**src/rtl/tow_pkg.sv**
```systemverilog
// Shared types and constants for the Tug-of-War round referee.
package tow_pkg;

   typedef enum logic [2:0] {
      ARM,
      PLAY,
      REPORT,
      GAP,
      DONE
   } state_e;

   localparam int          ROPE_W         = 7;
   localparam logic [2:0]  ROPE_CENTRE    = 3'd3;
   localparam logic [2:0]  ROPE_LEFT_END  = 3'd6;
   localparam logic [2:0]  ROPE_RIGHT_END = 3'd0;

   // Downstream 2-flop synchronizer plus one-pulse stage needs the level this long.
   localparam int          MIN_HOLD       = 3;

   function automatic logic [ROPE_W-1:0] pos_to_led(input logic [2:0] pos);
      return ROPE_W'(1) << pos;
   endfunction

endpackage

```
**src/rtl/round_referee_if.sv**
```systemverilog
// Button/tally-side signal bundle of the round referee.
interface round_referee_if;
   import tow_pkg::*;

   logic              pbl;
   logic              pbr;
   logic              over;
   logic              rw;
   logic              wingame;
   logic [ROPE_W-1:0] rope_LED;

   modport master (
      output pbl, pbr, over,
      input  rw, wingame, rope_LED
   );

   modport slave (
      input  pbl, pbr, over,
      output rw, wingame, rope_LED
   );

endinterface

```
**src/rtl/press_edge.sv**
```systemverilog
// Registers one debounced button and emits a one-cycle pulse on its rising edge.
module press_edge (
   input  logic clk,
   input  logic rst,
   input  logic btn_i,
   output logic press_o
);

   logic btn_q;

   always_ff @(posedge clk or posedge rst) begin
      if (rst) begin
         btn_q <= 1'b0;
      end else begin
         btn_q <= btn_i;
      end
   end

   assign press_o = btn_i & ~btn_q;

endmodule

```
**src/rtl/round_referee.sv**
```systemverilog
// Tug-of-War round referee: moves the rope marker on button presses and
// reports each round's winner to the tally block as an rw/wingame level.
module round_referee
   import tow_pkg::*;
#(
   parameter int HOLD_CYCLES = 4,
   parameter int GAP_CYCLES  = 16
) (
   input  logic            clk,
   input  logic            rst,
   round_referee_if.slave  bus
);

   localparam int HOLD_W = $clog2(HOLD_CYCLES + 1);
   localparam int GAP_W  = $clog2(GAP_CYCLES + 1);

   if (HOLD_CYCLES < MIN_HOLD) begin : g_bad_hold
      $error("round_referee: HOLD_CYCLES too short for the tally synchronizer");
   end

   state_e            state_q;
   logic [2:0]        pos_q;
   logic [ROPE_W-1:0] rope_q;
   logic              rw_q;
   logic              wingame_q;
   logic [HOLD_W-1:0] hold_q;
   logic [GAP_W-1:0]  gap_q;
   logic              over_seen_q;

   logic              press_l;
   logic              press_r;
   logic [2:0]        pos_d;
   logic              at_end;

   press_edge u_edge_l (
      .clk     (clk),
      .rst     (rst),
      .btn_i   (bus.pbl),
      .press_o (press_l)
   );

   press_edge u_edge_r (
      .clk     (clk),
      .rst     (rst),
      .btn_i   (bus.pbr),
      .press_o (press_r)
   );

   // A tie cancels out; in PLAY pos is always 1..5, so a single step cannot wrap.
   always_comb begin
      pos_d = pos_q;
      if (press_l && !press_r) begin
         pos_d = pos_q + 3'd1;
      end else if (press_r && !press_l) begin
         pos_d = pos_q - 3'd1;
      end
   end

   assign at_end = (pos_d == ROPE_LEFT_END) || (pos_d == ROPE_RIGHT_END);

   always_ff @(posedge clk or posedge rst) begin
      if (rst) begin
         state_q     <= ARM;
         pos_q       <= ROPE_CENTRE;
         rope_q      <= pos_to_led(ROPE_CENTRE);
         rw_q        <= 1'b0;
         wingame_q   <= 1'b0;
         hold_q      <= '0;
         gap_q       <= '0;
         over_seen_q <= 1'b0;
      end else begin
         case (state_q)
            ARM: begin
               if (bus.over) begin
                  state_q <= DONE;
               end else if (!bus.pbl && !bus.pbr) begin
                  state_q <= PLAY;
               end
            end

            PLAY: begin
               if (bus.over) begin
                  state_q <= DONE;
               end else begin
                  pos_q  <= pos_d;
                  rope_q <= pos_to_led(pos_d);
                  if (at_end) begin
                     state_q     <= REPORT;
                     hold_q      <= '0;
                     over_seen_q <= 1'b0;
                  end
               end
            end

            // hold_q==0 marks the first REPORT cycle; the result rises one clock after the marker lands.
            REPORT: begin
               if (bus.over) begin
                  over_seen_q <= 1'b1;
               end
               if (hold_q == '0) begin
                  wingame_q <= 1'b1;
                  rw_q      <= (pos_q == ROPE_RIGHT_END);
                  hold_q    <= HOLD_W'(1);
               end else if (hold_q == HOLD_W'(HOLD_CYCLES)) begin
                  wingame_q <= 1'b0;
                  rw_q      <= 1'b0;
                  hold_q    <= '0;
                  gap_q     <= '0;
                  state_q   <= (over_seen_q || bus.over) ? DONE : GAP;
               end else begin
                  hold_q <= hold_q + 1'b1;
               end
            end

            GAP: begin
               if (bus.over) begin
                  state_q <= DONE;
               end else if (gap_q == GAP_W'(GAP_CYCLES - 1)) begin
                  gap_q   <= '0;
                  pos_q   <= ROPE_CENTRE;
                  rope_q  <= pos_to_led(ROPE_CENTRE);
                  state_q <= ARM;
               end else begin
                  gap_q <= gap_q + 1'b1;
               end
            end

            DONE: begin
            end

            default: begin
               state_q <= ARM;
            end
         endcase
      end
   end

   assign bus.rw       = rw_q;
   assign bus.wingame  = wingame_q;
   assign bus.rope_LED = rope_q;

endmodule

```
**src/flat_wrapper.sv**
```systemverilog
// flat-port wrapper written by rule: the top's interface ports become plain ports
module round_referee_flat import tow_pkg::*;
#(
   parameter int HOLD_CYCLES = 4,
   parameter int GAP_CYCLES  = 16
)
  (clk, rst, bus_pbl, bus_pbr, bus_over, bus_rw, bus_wingame, bus_rope_LED);
  round_referee_if bus_i ();
  input  logic clk;
  input  logic rst;
  input wire logic [$bits(bus_i.pbl)-1:0] bus_pbl;
  input wire logic [$bits(bus_i.pbr)-1:0] bus_pbr;
  input wire logic [$bits(bus_i.over)-1:0] bus_over;
  output wire logic [$bits(bus_i.rw)-1:0] bus_rw;
  output wire logic [$bits(bus_i.wingame)-1:0] bus_wingame;
  output wire logic [$bits(bus_i.rope_LED)-1:0] bus_rope_LED;
  assign bus_i.pbl = bus_pbl;
  assign bus_i.pbr = bus_pbr;
  assign bus_i.over = bus_over;
  assign bus_rw = bus_i.rw;
  assign bus_wingame = bus_i.wingame;
  assign bus_rope_LED = bus_i.rope_LED;
  round_referee #(.HOLD_CYCLES(HOLD_CYCLES), .GAP_CYCLES(GAP_CYCLES)) u_core (.clk(clk), .rst(rst), .bus(bus_i));
endmodule
```
**config.mk**
```make
export PLATFORM = sky130hd
export DESIGN_NAME = round_referee_flat
export DESIGN_NICKNAME = d
export VERILOG_FILES = /design/src/rtl/tow_pkg.sv /design/src/rtl/round_referee_if.sv /design/src/rtl/press_edge.sv /design/src/rtl/round_referee.sv /design/src/flat_wrapper.sv
export SDC_FILE = /design/constraint.sdc
export NUM_CORES = 1
export LEC_CHECK = 0
export ABC_CLOCK_PERIOD_IN_PS = 2360
export BUFFER_PORTS_ARGS = -buffer_cell sky130_fd_sc_hd__buf_2
export CORE_UTILIZATION = 33
export DETAILED_ROUTE_END_ITERATION = 10
export PLACE_DENSITY = 0.55
export SETUP_SLACK_MARGIN = 0.05
export SLEW_MARGIN = 10
export SYNTH_ARGS = -nofsm -noshare
export SYNTH_HDL_FRONTEND = slang
export SYNTH_SLANG_ARGS = --single-unit
```
**constraint.sdc**
```tcl
create_clock -name clk -period 2.36 [get_ports clk]
set_input_delay 0.354 -clock clk [delete_from_list [all_inputs] [get_ports clk]]
set_output_delay 0.354 -clock clk [all_outputs]
set_load 0.01 [all_outputs]
```
# After elaboration in Yosys (flattened, before gate mapping)
# Index checks and enable logic that the tools add are counted.
# classes
add_sub_neg,4
n_eq_ne,17
mux,37
n_shift,1
n_reduce_logical,23
bitwise_logic,5
# op_table
op,count
two-way mux 3 bit,18
two-way mux 7 bit,3
two-way mux 5 bit,4
case mux 3 bit (5 select lines),1
case mux 7 bit (2 select lines),1
logical NOT 3 bit,4
case mux 3 bit (2 select lines),2
AND reduction 4 bit,3
case mux 5 bit (2 select lines),1
"equality test 3 bit, second input constant",3
"!= test 3 x 2 -> 1 bit, second input constant",3
"!= test 2 bit, second input constant",4
nonzero test 2 bit,4
"<< shifter 1 x 3 -> 7 bit, first input constant",1
"adder 3 x 1 -> 3 bit, second input constant",2
"equality test 3 x 2 -> 1 bit, second input constant",2
two-way mux 1 bit,6
"!= test 2 x 1 -> 1 bit, second input constant",3
AND reduction 6 bit,1
"adder 5 x 1 -> 5 bit, second input constant",1
"equality test 5 x 4 -> 1 bit, second input constant",1
logical NOT 1 bit,4
"equality test 3 x 1 -> 1 bit, second input constant",1
logical AND 1 bit,3
other kinds (7),11
# word_totals
regBits,26
out_inout_bits,9
word_cells,97

# Longest topological paths before layout
# Gate-level depths: netlist of run 1.
# depth
word_depth,11
depth_mapped,8
ltp_nobuf,8

# Hierarchy
# From an unflattened synthesis of run 1, not the netlist that was laid out.
# unflattened
hier_cells,142
hier_area_um2,1411.4
# modules_own_cells
module,n_inst,area_per_inst_um2,cells_each
round_referee,1,1326.3,136
press_edge,2,42.5,3

# Least setup slack after synthesis of run 1
# No wires, ideal clock.
# synth_path
path_kind,register to register
startpoint,reg u_core.pos_q[0]
endpoint,reg u_core.hold_q[1]
setup_slack_ps,423
setup_ps,95
path_buffers,0
arrival_ps,1842
path_stages_with_launch,8
path_cell_list,dfstp_2 inv_1 ha_1 or3_4 o211ai_4 xnor2_2 nor2_2 o31ai_1
# synth_between
elab_chain_len,7
elab_cells_between_ends,9
classes_between,add/sub: 2; eq/ne: 2; mux: 2; reduce/logical: 3
# synth_rtl
element,line_no,text
start: declaration,round_referee.sv:22,logic [2:0] pos_q;
start signal: assignment,round_referee.sv:85,pos_q <= pos_d;
subtractor 3 x 1 -> 3 bit,round_referee.sv:55,pos_d = pos_q - 3'd1;
two-way mux 3 bit,round_referee.sv:54,end else if (press_r && !press_l) begin
two-way mux 3 bit *,round_referee.sv:52,if (press_l && !press_r) begin
equality test 3 bit / logical NOT 3 bit (equally long branches),round_referee.sv:59,assign at_end = (pos_d == ROPE_LEFT_END) || (pos_d == ROPE_RIGHT_END);
logical OR 1 bit *,round_referee.sv:59,
!= test 2 x 1 -> 1 bit (no source line) *,n/a,
AND reduction 3 bit (no source line) *,n/a,
end signal: assignment,round_referee.sv:111,hold_q <= hold_q + 1'b1;
end: declaration,round_referee.sv:26,logic [HOLD_W-1:0] hold_q;
# Every way passes the cells marked *; elsewhere a longest branch is shown, timed or not.
# A chain may end at the register's enable or synchronous reset.

# Worst setup path after layout of run 1
# Same ends and word-level chain as after synthesis.

==> metrics.txt, run 1 <==
Final Skew=0.00193 ns; Die X=~67 µm; status=complete, no violations; via total after detailed routing=1082; largest net degree at the start of global routing=17; Synth area leader=dfrtp_1; Max-cap violations=0; prevailing post-synth register cell=dfrtp_1; WL final=2.83 mm; Row Count=23; fmax=around 470 MHz; CP Max Fanout=8; number of global-route vias before repair=1100; initial drt markers=44; worst hold path class=in -> async; Die ar.=~4500 µm²; CP startpoint kind=register; count of final setup violators=0; vias per cell=5.13; final-report max-slew violation count=0; CTS tree=done; Syn Nets=155; clk_lat worst skew=0.27 ns; initial core utilization=34.6%; Worst VDD drop=611 µV; reg-to-reg startpoint=u_core.pos_q[0]; most numerous cell in the Yosys netlist=nand2_1; RSZ-0062 raised after global routing=false; CTS buffer count=3; TNS Setup=0 ns; first-pass GRT wire length=4.93 mm; Final Critical Period=2.14 ns; Yosys warnings=0; slew margin rel.=about two thirds; gr usage total=roughly 15%; initial antenna violation count=0; PortBufs=13; Post-CTS Repair Setup Buffers=0; first drt pass iteration count=4; worst slack, placed=0.237 ns; Setup crit start=u_core.pos_q[0]; die height=67.0 µm; clock-pin slew of the registers on the worst-case setup and hold paths=0.09 ns; Power Total=roughly 1800 µW; Fillers=414; synth top area cells=dfrtp_1, nand2_1, dfstp_2; NumNets Final=173; cells after synthesis=144; fin crit share=90.7%; hpwl dp=2.21 mm; share of the synthesized area in the top cell type=41.3%; sequential area share after synthesis=46.9%; Worst setup EP type=register; drt wl/cell=13.4 µm; P&R area growth vs syn=15.0%; Post-DRT Antenna Nets=0; Max clock buf depth=2; Fin. Hold Viols=0; io pins=14; Worst Tran Pin Value=0.500 ns; total global routing overflow=0; clock tree sinks=26; DRC viols=0; worst setup margin=0.220 ns; share of post-route cells with drive strength above 1=19.3%; core footprint=4030 µm²; # hold bufs at CTS=0; Leakage=0.000741 µW; endpoint required time on the critical path=2.53 ns; CTS-repair resized insts=0; clock root cell=clkbuf_8; commonest cells in the synthesized netlist=nand2_1, dfrtp_1, o21ai_0; synthesized area per cell=9.68 µm²; global placement routability congestion=0.829; Worst EP arrival=2.31 ns; asr flop ratio synth=100%; # H-tree levels=1; Seq cells post-synth=26; pwr/cell area=1130 nW/µm²; ant diodes=0; Reg2Reg Setup Slack=0.22 ns; Mapped Area=roughly 1400 µm²; Post-synth EDFFs=0; critical path type=reg -> reg; Yosys cell types=39
kinds of logic after synthesis:
| kind of cell | Yosys count | synth area share (%) |
|---|---|---|
| adder cells (fa/ha/maj) | 6 | 5.39 |
| buffers and inverters | 11 | 3.05 |
| AND/OR/NAND/NOR | 60 | 21.8 |
| XOR/XNOR | 7 | 5.48 |
| flip-flops | 26 | 46.9 |
| AO/OA/AOI/OAI | 34 | 17.3 |
per-layer routing:
layer	vias to the layer above	part of all wire (%)	GRT usage, %
met1	520	45	18.1
met2	15	51	25.4
met5	-	0	0
met4	0	1.3	5.32
li1	542	-	-
met3	5	2.8	2.57
layout make-up:
| cell class | instances | area (µm²) | area share (%) |
|---|---|---|---|
| clock inverters | 1 | 30.0 | 1.87 |
| inverters | 8 | 30.0 | 1.87 |
| well taps | 50 | 62.6 | 3.90 |
| flip-flops and latches | 26 | 654 | 40.8 |
| multi-input cells | 107 | 697 | 43.5 |
| repair buffers | 16 | 87.6 | 5.46 |
| clock buffers | 3 | 41.3 | 2.58 |
sequential cells by signal, indices dropped and copies added (netlist names):
name and flops:
u_core.bus.rope_LED 7, u_core.bus.rw 1, u_core.bus.wingame 1, u_core.gap_q 5, u_core.hold_q 3, u_core.over_seen_q 1
u_core.pos_q 3, u_core.state_q 3, u_core.u_edge_l.btn_q 1, u_core.u_edge_r.btn_q 1
layout by cell type (no fill, tap or decap), types with 3 or more instances in the layout:
| master | n |
|---|---|
| nand2_1 | 24 |
| dfrtp_1 | 23 |
| o21ai_0 | 13 |
| buf_2 | 13 |
| nor2_1 | 10 |
| inv_1 | 8 |
| nand3_1 | 6 |
| ha_1 | 6 |
| nand3b_1 | 4 |
| nand2b_1 | 3 |
| xnor2_1 | 3 |
| a32o_1 | 3 |
| clkbuf_8 | 3 |
| buf_4 | 3 |
| dfstp_2 | 3 |
critical path: stages (launching register included):
cell      delay [ns]
dfstp_2         0.56
inv_1           0.09
ha_1            0.32
or3_4           0.40
o211ai_4        0.16
xnor2_2         0.18
nor2_2          0.09
o31ai_1         0.24
final timing paths:
kind                                     endpoint  depth (start not counted)
max                              u_core.hold_q[1]                          7
min                            u_core.bus.wingame                          2
max reg2reg                      u_core.hold_q[1]                          7
min reg2reg                u_core.bus.rope_LED[5]                          2
max in group asynchronous  u_core.bus.rope_LED[2]                          3
min in group clk            u_core.u_edge_r.btn_q                          1
metrics by stage:
stage          area [µm²]  hold WS [ns]  instances  util, %
3_3_place_gp         1530         0.349        207     38.0
2_1_floorplan        1390         0.385        144        -
6_report             1600        0.0459        211     39.8
4_1_cts              1600        0.0571        211     39.8
3_5_place_dp         1530         0.357        207     38.0
5_1_grt              1600        0.0914        211     39.8
power breakdown:
group / switching, µW / internal, µW / leakage [µW]
clock: 140 / 227 / 0.0000357
sequential: 147 / 601 / 0.000315
combinational: 390 / 306 / 0.000390
total: 677 / 1130 / 0.000741
No activity file was read; power rests on OpenSTA's default activity.
==> run 2, diff against run 1 <==
--- a/config.mk
+++ b/config.mk
@@ -7,9 +7,9 @@
 export LEC_CHECK = 0
 export ABC_CLOCK_PERIOD_IN_PS = 2360
 export BUFFER_PORTS_ARGS = -buffer_cell sky130_fd_sc_hd__buf_2
-export CORE_UTILIZATION = 33
+export CORE_UTILIZATION = 40
 export DETAILED_ROUTE_END_ITERATION = 10
-export PLACE_DENSITY = 0.55
+export PLACE_DENSITY = 0.63
 export SETUP_SLACK_MARGIN = 0.05
 export SLEW_MARGIN = 10
 export SYNTH_ARGS = -nofsm -noshare
==> metrics.txt, run 2 (synthesized netlist as in run 1, its figures left out) <==
WL final=2.65 mm (-6.2%); share of post-route cells with drive strength above 1=18.1% (-1.1 points); Fillers=340 (-18%); ant diodes=0 (unchanged); crit-path max cell delay=0.57 ns (about the same); slew margin rel.=62.6% (-3.8 points); Multi-input gate area=697 µm² (unchanged); initial drt markers=30 (-32%); # hold bufs at CTS=0 (unchanged); cells along the critical path=inv_1 -> ha_1 -> or3_4 -> o211ai_4 -> xnor2_2 -> nor2_2 -> o31ai_1; most common cell after layout, fill and taps aside=nand2_1; number of global-route vias before repair=979 (-11%); Post-CTS Repair Setup Buffers=0 (unchanged); CTS buffer count=3 (unchanged); # H-tree levels=1 (unchanged); Worst Tran Pin Value=0.558 ns (+0.0586 ns); NumNets Final=172 (-0.58%); Final Skew=0.0107 ns (+0.00876 ns); RSZ-0062 raised after global routing=false; vias per cell=5.15 (+0.34%); TNS Setup=0 ns (unchanged); status=complete, no violations; first drt pass iteration count=4 (unchanged); via total after detailed routing=1060 (-2.0%); largest net degree at the start of global routing=27 (+10); endpoint required time on the critical path=2.60 ns (+0.07 ns); gr usage total=15.7% (+1.0 points); Die ar.=3720 µm² (-17%); Max clock buf depth=2 (unchanged); CTS tree=done; Worst VDD drop=609 µV (-0.25%); delay-heaviest family, CP=flip-flops; Internal=959 µW (-15%); Reg area=654 µm² (unchanged); Worst setup EP type=register; P&R area growth vs syn=10.9%; Leakage=0.000715 µW (-3.5%); CP Max Fanout=8 (unchanged); global placement routability congestion=0.797 (-3.8%); most frequent cells in the layout=nand2_1, dfrtp_1, o21ai_0, buf_2, nor2_1; pwr/cell area=1040 nW/µm² (-7.7%); final-report max-slew violation count=0 (unchanged); die height=61.0 µm (-8.9%); DRC viols=0 (unchanged); Max-cap violations=0 (unchanged); initial antenna violation count=0 (unchanged); CTS-repair resized insts=0 (unchanged); PortBufs=13 (unchanged); power share of the clock group=12.0% (-8.3 points); Psw=652 µW (-3.8%); Die X=61.0 µm (-8.9%); Seq pwr share=46.1% (+4.8 points); initial core utilization=41.8% (+7.2 points); CP startpoint kind=register; Final Critical Period=2.08 ns (-0.0618 ns); worst path bufs/invs=1 (unchanged); dpl cells=202 (-2.4%); Power Total=1610 µW (-11%); max reg flops=7 (unchanged); clock tree sinks=26 (unchanged); Slowest cell on crit path=dfstp_2; Fin. Hold Viols=0 (unchanged); clock root cell=clkbuf_4; fmax=481 MHz (+3.0%); fin crit share=88.1% (-2.6 points); Finished Layout Cells=206 (-2.4%); count of final setup violators=0 (unchanged); hpwl dp=1.97 mm (-11%); clk_lat worst skew=0.32 ns (+0.05 ns); combinational group share of total power=41.9% (+3.5 points); worst hold path class=in -> async; core footprint=3340 µm² (-17%); sw frac=40.5% (+3.1 points); critical path type=reg -> reg; io pins=14 (unchanged); Worst EP arrival=2.32 ns (about the same); clock-pin slew of the registers on the worst-case setup and hold paths=0.14 ns (+0.05 ns); Row Count=21 (-8.7%); drt wl/cell=12.9 µm (-3.9%); Post-DRT Antenna Nets=0 (unchanged); total global routing overflow=0 (unchanged); first-pass GRT wire length=4.29 mm (-13%)
run 2: changes by cell type in the layout (fill, tap and decap cells not counted), sizes merged:
cell / delta
buf: -1
bufinv: -1
clkbuf: +1
run 2: worst paths after layout:
| path | from | endpoint | slack (ns) | depth (start not counted) |
|---|---|---|---|---|
| worst min register to register | u_core.bus.rope_LED[5] | u_core.bus.rope_LED[5] | 0.49 | 2 |
| min in group clk | bus_pbr | u_core.u_edge_r.btn_q | 0.18 | 1 |
| max in group asynchronous | rst | u_core.bus.rope_LED[3] | 2.01 | 3 |
| worst min-delay path | rst | u_core.state_q[1] | 0.06 | 3 |
| worst max register to register | u_core.pos_q[0] | u_core.hold_q[1] | 0.28 | 7 |
| worst max-delay path | u_core.pos_q[0] | u_core.hold_q[1] | 0.28 | 7 |
run 2: worst min-delay path, cell delays in order:
cell   delay, ns
buf_2       0.09
inv_1       0.04
buf_4       0.30
run 2: routing by layer:
| metal | track usage, % | share of wire [%] | up-vias |
|---|---|---|---|
| met5 | 0 | 0 | - |
| li1 | - | - | 546 |
| met1 | 20.5 | 48 | 501 |
| met3 | 3.78 | 2.2 | 2 |
| met4 | 3.90 | 0.68 | 0 |
| met2 | 26.4 | 49 | 11 |
run 2: final cells by class:
class | count | share of cell area (%)
sequential | 26 | 42.3
tap | 46 | 3.72
clock buffer | 4 | 1.70
multi-input combinational | 107 | 45.1
timing repair buffer | 15 | 5.18
inverter | 8 | 1.94
run 2: per-stage QoR:
stage | area, µm² | setup WS, ns | hold slack, ns | utilization [%]
after global routing | 1550 | 0.159 | 0.0785 | 46.3
after detailed placement | 1520 | 0.302 | 0.421 | 45.5
final | 1550 | 0.282 | 0.0558 | 46.3
after global placement | 1520 | 0.380 | 0.420 | 45.5
after floorplan | 1390 | 0.423 | 0.385 | -
after CTS | 1550 | 0.294 | 0.0456 | 46.3
run 2: power groups by stage:
stage	combinational [µW]	clock (µW)	sequential, µW
2_1_floorplan	512	0	730
3_3_place_gp	656	0	746
3_5_place_dp	680	0	754
4_1_cts	683	209	744
5_1_grt	774	222	765
6_report	675	193	743
